--- config.mk ---
export PLATFORM = sky130hd
export DESIGN_NAME = id_ex_skid_reg
export DESIGN_NICKNAME = d
export VERILOG_FILES = /design/src/rtl/pipe_pkg.sv /design/src/rtl/pipe_slot.sv /design/src/rtl/id_ex_skid_reg.sv
export SDC_FILE = /design/constraint.sdc
export NUM_CORES = 1
export LEC_CHECK = 0
export ABC_AREA = 1
export ABC_CLOCK_PERIOD_IN_PS = 2700
export BUFFER_PORTS_ARGS = -buffer_cell sky130_fd_sc_hd__buf_2
export CORE_ASPECT_RATIO = 1.5
export CORE_MARGIN = 2
export CORE_UTILIZATION = 52
export CTS_CLUSTER_DIAMETER = 100
export DETAILED_ROUTE_END_ITERATION = 10
export PLACE_DENSITY = 0.89
export SLEW_MARGIN = 30
export SYNTH_ARGS = -nofsm -noshare
export SYNTH_HDL_FRONTEND = slang
export SYNTH_SLANG_ARGS = --single-unit
--- constraint.sdc ---
create_clock -name clk -period 2.7 [get_ports clk]
set_clock_uncertainty 0.15 [all_clocks]
set_input_delay 0.54 -clock clk [delete_from_list [all_inputs] [get_ports clk]]
set_output_delay 0.54 -clock clk [all_outputs]
set_load 0.05 [all_outputs]
--- src/rtl/pipe_pkg.sv ---
// Shared definitions for the decode->execute pipeline register.
//   ctrl_t        - decoded control bundle that travels with each instruction
//   CTRL_W        - width of ctrl_t
//   skid_state_t  - occupancy state of the 2-entry skid buffer
//   payload_w / off_* helpers - payload layout, MSB first:
//     {r1, r2, imm, pc, pc_plus_4, r1_num, r2_num, dr_num}
package pipe_pkg;

  typedef struct packed {
    logic [1:0] result_src;
    logic       mem_write;
    logic       alu_src;
    logic       reg_write;
    logic       jump;
    logic       branch;
    logic [3:0] alu_control;
    logic       mem_read;
  } ctrl_t;

  localparam int unsigned CTRL_W = $bits(ctrl_t);

  typedef enum logic [1:0] {
    EMPTY = 2'd0,
    ONE   = 2'd1,
    FULL  = 2'd2
  } skid_state_t;

  // Payload layout helpers. Offsets are LSB positions of each field.
  function automatic int unsigned payload_w(input int unsigned xlen, input int unsigned reg_w);
    return 5 * xlen + 3 * reg_w;
  endfunction

  function automatic int unsigned off_dr_num(input int unsigned xlen, input int unsigned reg_w);
    return 0 * xlen + 0 * reg_w;
  endfunction

  function automatic int unsigned off_r2_num(input int unsigned xlen, input int unsigned reg_w);
    return 0 * xlen + 1 * reg_w;
  endfunction

  function automatic int unsigned off_r1_num(input int unsigned xlen, input int unsigned reg_w);
    return 0 * xlen + 2 * reg_w;
  endfunction

  function automatic int unsigned off_pc_plus_4(input int unsigned xlen,
                                                input int unsigned reg_w);
    return 0 * xlen + 3 * reg_w;
  endfunction

  function automatic int unsigned off_pc(input int unsigned xlen, input int unsigned reg_w);
    return 1 * xlen + 3 * reg_w;
  endfunction

  function automatic int unsigned off_imm(input int unsigned xlen, input int unsigned reg_w);
    return 2 * xlen + 3 * reg_w;
  endfunction

  function automatic int unsigned off_r2(input int unsigned xlen, input int unsigned reg_w);
    return 3 * xlen + 3 * reg_w;
  endfunction

  function automatic int unsigned off_r1(input int unsigned xlen, input int unsigned reg_w);
    return 4 * xlen + 3 * reg_w;
  endfunction

endpackage

--- src/rtl/pipe_slot.sv ---
// One storage slot of the skid buffer: a W-bit register with load enable and
// synchronous clear (clear has priority).
//   clk     - clock, rising edge
//   i_clr   - synchronous clear to zero
//   i_load  - capture i_d
//   i_d     - next contents
//   o_q     - current contents
module pipe_slot #(
  parameter int unsigned W = 8
) (
  input  logic         clk,
  input  logic         i_clr,
  input  logic         i_load,
  input  logic [W-1:0] i_d,
  output logic [W-1:0] o_q
);

  logic [W-1:0] r_q;

  always_ff @(posedge clk) begin
    if (i_clr) begin
      r_q <= '0;
    end else if (i_load) begin
      r_q <= i_d;
    end
  end

  assign o_q = r_q;

endmodule

--- src/rtl/id_ex_skid_reg.sv ---
// Decode->execute pipeline register built as a 2-entry skid buffer with
// valid/ready handshakes on both sides, flush, bubble control zeroing,
// occupancy reporting and a saturating upstream-stall counter.
//   clk          - clock, rising edge
//   reset_n      - synchronous active-low reset
//   flush        - kill all buffered entries (branch/jump redirect)
//   in_valid     - upstream entry valid
//   in_ready     - stage can accept (registered, no comb path from inputs)
//   in_data      - payload {r1, r2, imm, pc, pc_plus_4, r1_num, r2_num, dr_num}
//   in_ctrl      - control bundle
//   out_valid    - head entry presented to execute
//   out_ready    - execute consumes head entry
//   out_data     - payload of head (main) register
//   out_ctrl     - control of head, zeroed on bubbles if CLEAR_ON_BUBBLE
//   occupancy    - entries held (0..2)
//   stall_cycles - saturating count of cycles upstream was held off
module id_ex_skid_reg
  import pipe_pkg::*;
#(
  parameter int unsigned XLEN            = 32,
  parameter int unsigned REG_W           = 5,
  parameter int unsigned CNT_W           = 16,
  parameter bit          CLEAR_ON_BUBBLE = 1'b1,
  localparam int unsigned DATA_W         = 5 * XLEN + 3 * REG_W
) (
  input  logic              clk,
  input  logic              reset_n,
  input  logic              flush,
  input  logic              in_valid,
  output logic              in_ready,
  input  logic [DATA_W-1:0] in_data,
  input  ctrl_t             in_ctrl,
  output logic              out_valid,
  input  logic              out_ready,
  output logic [DATA_W-1:0] out_data,
  output ctrl_t             out_ctrl,
  output logic [1:0]        occupancy,
  output logic [CNT_W-1:0]  stall_cycles
);

  localparam int unsigned SLOT_W = DATA_W + CTRL_W;

  skid_state_t      r_state;
  skid_state_t      w_state_nxt;
  logic             r_in_ready;
  logic [CNT_W-1:0] r_stall_cycles;

  logic              w_in_fire;
  logic              w_out_fire;
  logic              w_main_load;
  logic              w_main_from_skid;
  logic              w_skid_load;
  logic              w_clr;
  logic [SLOT_W-1:0] w_in_slot;
  logic [SLOT_W-1:0] w_main_d;
  logic [SLOT_W-1:0] w_main_q;
  logic [SLOT_W-1:0] w_skid_q;
  ctrl_t             w_main_ctrl;

  assign w_clr     = ~reset_n;
  assign w_in_slot = {in_data, in_ctrl};

  assign out_valid  = (r_state != EMPTY);
  assign w_in_fire  = in_valid & r_in_ready;
  assign w_out_fire = out_valid & out_ready;

  // Next-state and slot load decode. Flush wins over every handshake and
  // suppresses all loads so the killed entries' payload stays as stale data.
  always_comb begin
    w_state_nxt      = r_state;
    w_main_load      = 1'b0;
    w_main_from_skid = 1'b0;
    w_skid_load      = 1'b0;
    if (flush) begin
      w_state_nxt = EMPTY;
    end else begin
      unique case (r_state)
        EMPTY: begin
          if (w_in_fire) begin
            w_state_nxt = ONE;
            w_main_load = 1'b1;
          end
        end
        ONE: begin
          if (w_in_fire && w_out_fire) begin
            w_main_load = 1'b1;
          end else if (w_out_fire) begin
            w_state_nxt = EMPTY;
          end else if (w_in_fire) begin
            w_state_nxt = FULL;
            w_skid_load = 1'b1;
          end
        end
        FULL: begin
          if (w_out_fire) begin
            w_state_nxt      = ONE;
            w_main_load      = 1'b1;
            w_main_from_skid = 1'b1;
          end
        end
        default: begin
          w_state_nxt = EMPTY;
        end
      endcase
    end
  end

  always_ff @(posedge clk) begin
    if (!reset_n) begin
      r_state    <= EMPTY;
      r_in_ready <= 1'b0;
    end else begin
      r_state    <= w_state_nxt;
      r_in_ready <= (w_state_nxt != FULL);
    end
  end

  // Counts cycles upstream offered an entry that was refused; a flush cycle
  // is not a stall because the offered entry is being killed anyway.
  always_ff @(posedge clk) begin
    if (!reset_n) begin
      r_stall_cycles <= '0;
    end else if (in_valid && !r_in_ready && !flush && (r_stall_cycles != '1)) begin
      r_stall_cycles <= r_stall_cycles + CNT_W'(1);
    end
  end

  assign w_main_d = w_main_from_skid ? w_skid_q : w_in_slot;

  pipe_slot #(
    .W (SLOT_W)
  ) u_main_slot (
    .clk    (clk),
    .i_clr  (w_clr),
    .i_load (w_main_load),
    .i_d    (w_main_d),
    .o_q    (w_main_q)
  );

  pipe_slot #(
    .W (SLOT_W)
  ) u_skid_slot (
    .clk    (clk),
    .i_clr  (w_clr),
    .i_load (w_skid_load),
    .i_d    (w_in_slot),
    .o_q    (w_skid_q)
  );

  assign out_data    = w_main_q[SLOT_W-1:CTRL_W];
  assign w_main_ctrl = ctrl_t'(w_main_q[CTRL_W-1:0]);

  always_comb begin
    out_ctrl = w_main_ctrl;
    if (CLEAR_ON_BUBBLE && !out_valid) begin
      out_ctrl = '0;
    end
  end

  always_comb begin
    occupancy = 2'd0;
    unique case (r_state)
      EMPTY:   occupancy = 2'd0;
      ONE:     occupancy = 2'd1;
      FULL:    occupancy = 2'd2;
      default: occupancy = 2'd0;
    endcase
  end

  assign in_ready     = r_in_ready;
  assign stall_cycles = r_stall_cycles;

endmodule

==> run summary <==
The run finished with clean final reports. The final critical-path share of the clock period came out at 0.878. Measured along the x axis, the die boundary spans 157 um. Worst relative slew slack: 0.554. TritonCTS built the clock tree. Across the VDD grid, the largest voltage drop is 0.551 mV. Yosys printed 0 warnings.

The hold slack is 0.140 ns. The first global-routing pass estimated 67,400 um of wire. At the worst endpoint, the required time is 2.94 ns. The area share of the largest cell type after synthesis was 0.432. The count of nets after finishing is 2,711.

At the end of routability-driven placement, the weighted congestion stood at 0.808. Worst flop-to-flop path startpoint: r_state[1]. The share of post-route cells with drive strength above 1 works out to 0.195.

Setup repair after global routing left no endpoint under its margin. The slew at the pin with the worst max-slew slack came out at 0.669 ns. The run gives 12,800 uW as the power after layout. The logs give 393 for the number of sinks driven by the clock tree and 2.61 ns for the arrival time of the worst setup path. Maximum clock rate: 422 MHz. The count of pins on the block boundary is 399, and the leakage power is 0.00856 uW. Using the TritonRoute via totals, the vias-per-cell ratio works out to 5.16. The tools report the global-route total usage across every layer as 0.222.

The die extent in y was 233 um; the average size of a mapped cell was 7.62 um^2. Clock-pin slew was measured on the worst setup and hold paths at 0.06 ns. Clock tree synthesis inserted a total of 38 buffers.

The run gives 34,800 um^2 as the core area. The total of buffers placed on input and output ports came out at 398. The count of mapped cells out of synthesis is 2,393, and the minimum clock period after layout is 2.37 ns. The logs give 0.524 for the starting density of the core and 5 for the detailed-routing iteration count for the pre-antenna-repair pass. The synthesized design contains 393 register bits. Detailed placement finished with a half-perimeter wire length of 28,700 um.

For this design, the CTS-stage hold fixing added 0 buffers. The run gives 0 as the number of endpoints with negative hold slack in the final report. The critical path in this run is classified as register to register.

The logs give 2,586 for the number of nets produced by synthesis and 7 for the number of antenna violations at the first check in global routing. The count of nets left with antenna violations once routing finished came out at 0. Critical path launch point type: a register. The origin of the worst setup path is r_state[1]. Post-CTS timing repair inserted 0 buffers for setup. The cell sitting at the root of the clock tree is a clkbuf_16. After floorplanning, the core was divided into 84 placement rows. Setup slack on the critical path of the routed design comes to 0.329 ns. The total overflow left after global routing is 0. The fraction of the yosys area taken by sequential cells is 0.432, and the power per unit of standard cell area is 636 nW/um^2. For this run, design rule violations remaining after detail routing come to 0. Relative to the synthesized area, the layout overhead comes to 10.2%. In this run the most critical hold path is launched from in_data[147]. The max-slew violation total from the final report came out at 0. For the clock latency at the later pin of the worst-skew pair, the log shows 0.53 ns.

The number of different library cells used by synthesis comes to 30. The run gives 14,192 as the number of global-route vias before repair. The biggest fanout along the worst timing path was 80.

The path class of the tightest hold or removal check is input port to register. The run gives 0 as the total of max-cap violations. The H-tree generated during clock tree synthesis spans 2 levels. After synthesis, the cell types taking the most area are dfxtp_1 43%, a21oi_1 11%, inv_1 8.0%.

The routed length per placed instance was 14.3 um; the pre-CTS setup slack was 0.424 ns. The die covers 36,600 um^2. After clock tree synthesis, the repair step resized 0 gates.

Of all cell types, the one taking the most synthesized area is dfxtp_1. The routed wire length is 43,200 um, and the count of endpoints failing setup in the final report is 0. Summing over every cut layer, the via total after detailed routing is 15,565.

The category of the worst setup path capture point is a register. The tools report the sum of negative setup slack as 0 ns. For the detailed router's first-iteration violation count, the log shows 1,044.

The maximum number of pins on one net before global-route repair came out at 141. For the maximum buffer depth of the clock tree, the log shows 3. The cell area that synthesis handed to floorplanning was 18,200 um^2.
## through the flow
stage / util / cells / area, um^2
after floorplan: - / 2393 / 18200
after global placement: 0.544 / 2951 / 18900
after detailed placement: 0.544 / 2951 / 18900
after CTS: 0.578 / 3017 / 20100
after global routing: 0.578 / 3018 / 20100
final: 0.578 / 3018 / 20100
## cell families (layout without fill, tap and decap cells)
| kind of cell | count (synthesis) | after routing | synth area share |
|---|---|---|---|
| AO/OA/AOI/OAI | 953 | 953 | 0.289 |
| AND/OR/NAND/NOR | 304 | 304 | 0.0670 |
| adder cells (fa/ha/maj) | 1 | 1 | 0.000686 |
| XOR/XNOR | 6 | 6 | 0.00288 |
| flip-flops | 393 | 393 | 0.432 |
| buffers and inverters | 736 | 887 | 0.209 |
| other | 0 | 1 | 0 |
## final timing paths
path                                        endpoint  slack (ns)  cells past startpoint
worst min register to register  u_skid_slot.o_q[171]        0.30                      2
worst min-delay path            u_skid_slot.o_q[159]        0.14                      3
worst max-delay path            u_skid_slot.o_q[149]        0.33                      7
worst max register to register  u_skid_slot.o_q[149]        0.33                      7
## cells in the final DEF (no fill, tap or decap), types with 3 or more instances in the layout
cell | netlist | final
o21ai_1 | 180 | 180
clkbuf_8 | 0 | 5
nand4_1 | 6 | 6
inv_1 | 390 | 389
dfxtp_1 | 393 | 393
nand2_1 | 240 | 240
o21a_1 | 187 | 187
nand3_1 | 10 | 10
buf_2 | 68 | 397
inv_2 | 3 | 3
inv_6 | 0 | 3
clkbuf_1 | 48 | 13
xor2_1 | 4 | 4
buf_4 | 183 | 15
nor2_1 | 39 | 39
clkinv_2 | 0 | 3
clkbuf_16 | 0 | 39
a21oi_1 | 389 | 389
buf_12 | 0 | 15
o21ai_0 | 194 | 194
## critical path, stage by stage (launching register included)
cell,delay [ns]
dfxtp_1,0.39
nor2_4,0.39
inv_2,0.12
a21oi_2,0.26
nand2_8,0.26
buf_12,0.29
o21ai_0,0.24
a21oi_1,0.06
## layer usage
| layer | part of all wire | vias to the layer above | track usage |
|---|---|---|---|
| met5 | 0.0016 | - | 0 |
| met1 | 0.39 | 7131 | 0.249 |
| met4 | 0.043 | 10 | 0.106 |
| li1 | - | 7784 | - |
| met3 | 0.081 | 134 | 0.0631 |
| met2 | 0.48 | 506 | 0.385 |
## cell usage after synthesis, drive strengths merged
| library cell | n |
|---|---|
| dfxtp | 393 |
| inv | 393 |
| a21oi | 390 |
| o21ai | 375 |
| buf | 288 |
| nand2 | 241 |
| o21a | 187 |
| clkbuf | 55 |
| nor2 | 42 |
| nand3 | 11 |
| nand4 | 6 |
| xor2 | 4 |
| nor3 | 2 |
| xnor2 | 2 |
| ha | 1 |
| nand3b | 1 |
| nor4 | 1 |
| o211ai | 1 |
## cell type report
cell class	count	area (um^2)
sequential	393	7870
timing repair buffer	428	2410
clock buffer	57	1090
antenna	1	2.50
tap	473	592
inverter	393	1480
multi-input combinational	1264	6560
fill	2972	14700
clock inverter	9	86.3
## where the power goes
| part | internal (uW) | switching [uW] |
|---|---|---|
| Clock | 2910 | 2240 |
| Sequential | 5980 | 85.4 |
| Combinational | 487 | 1100 |
## flip-flops by register name, indices dropped and copies added, names as in the netlist
name	cells
in_ready	1
r_state	2
stall_cycles	16
u_main_slot.o_q	187
u_skid_slot.o_q	187
(Power assumes the default switching activity.)
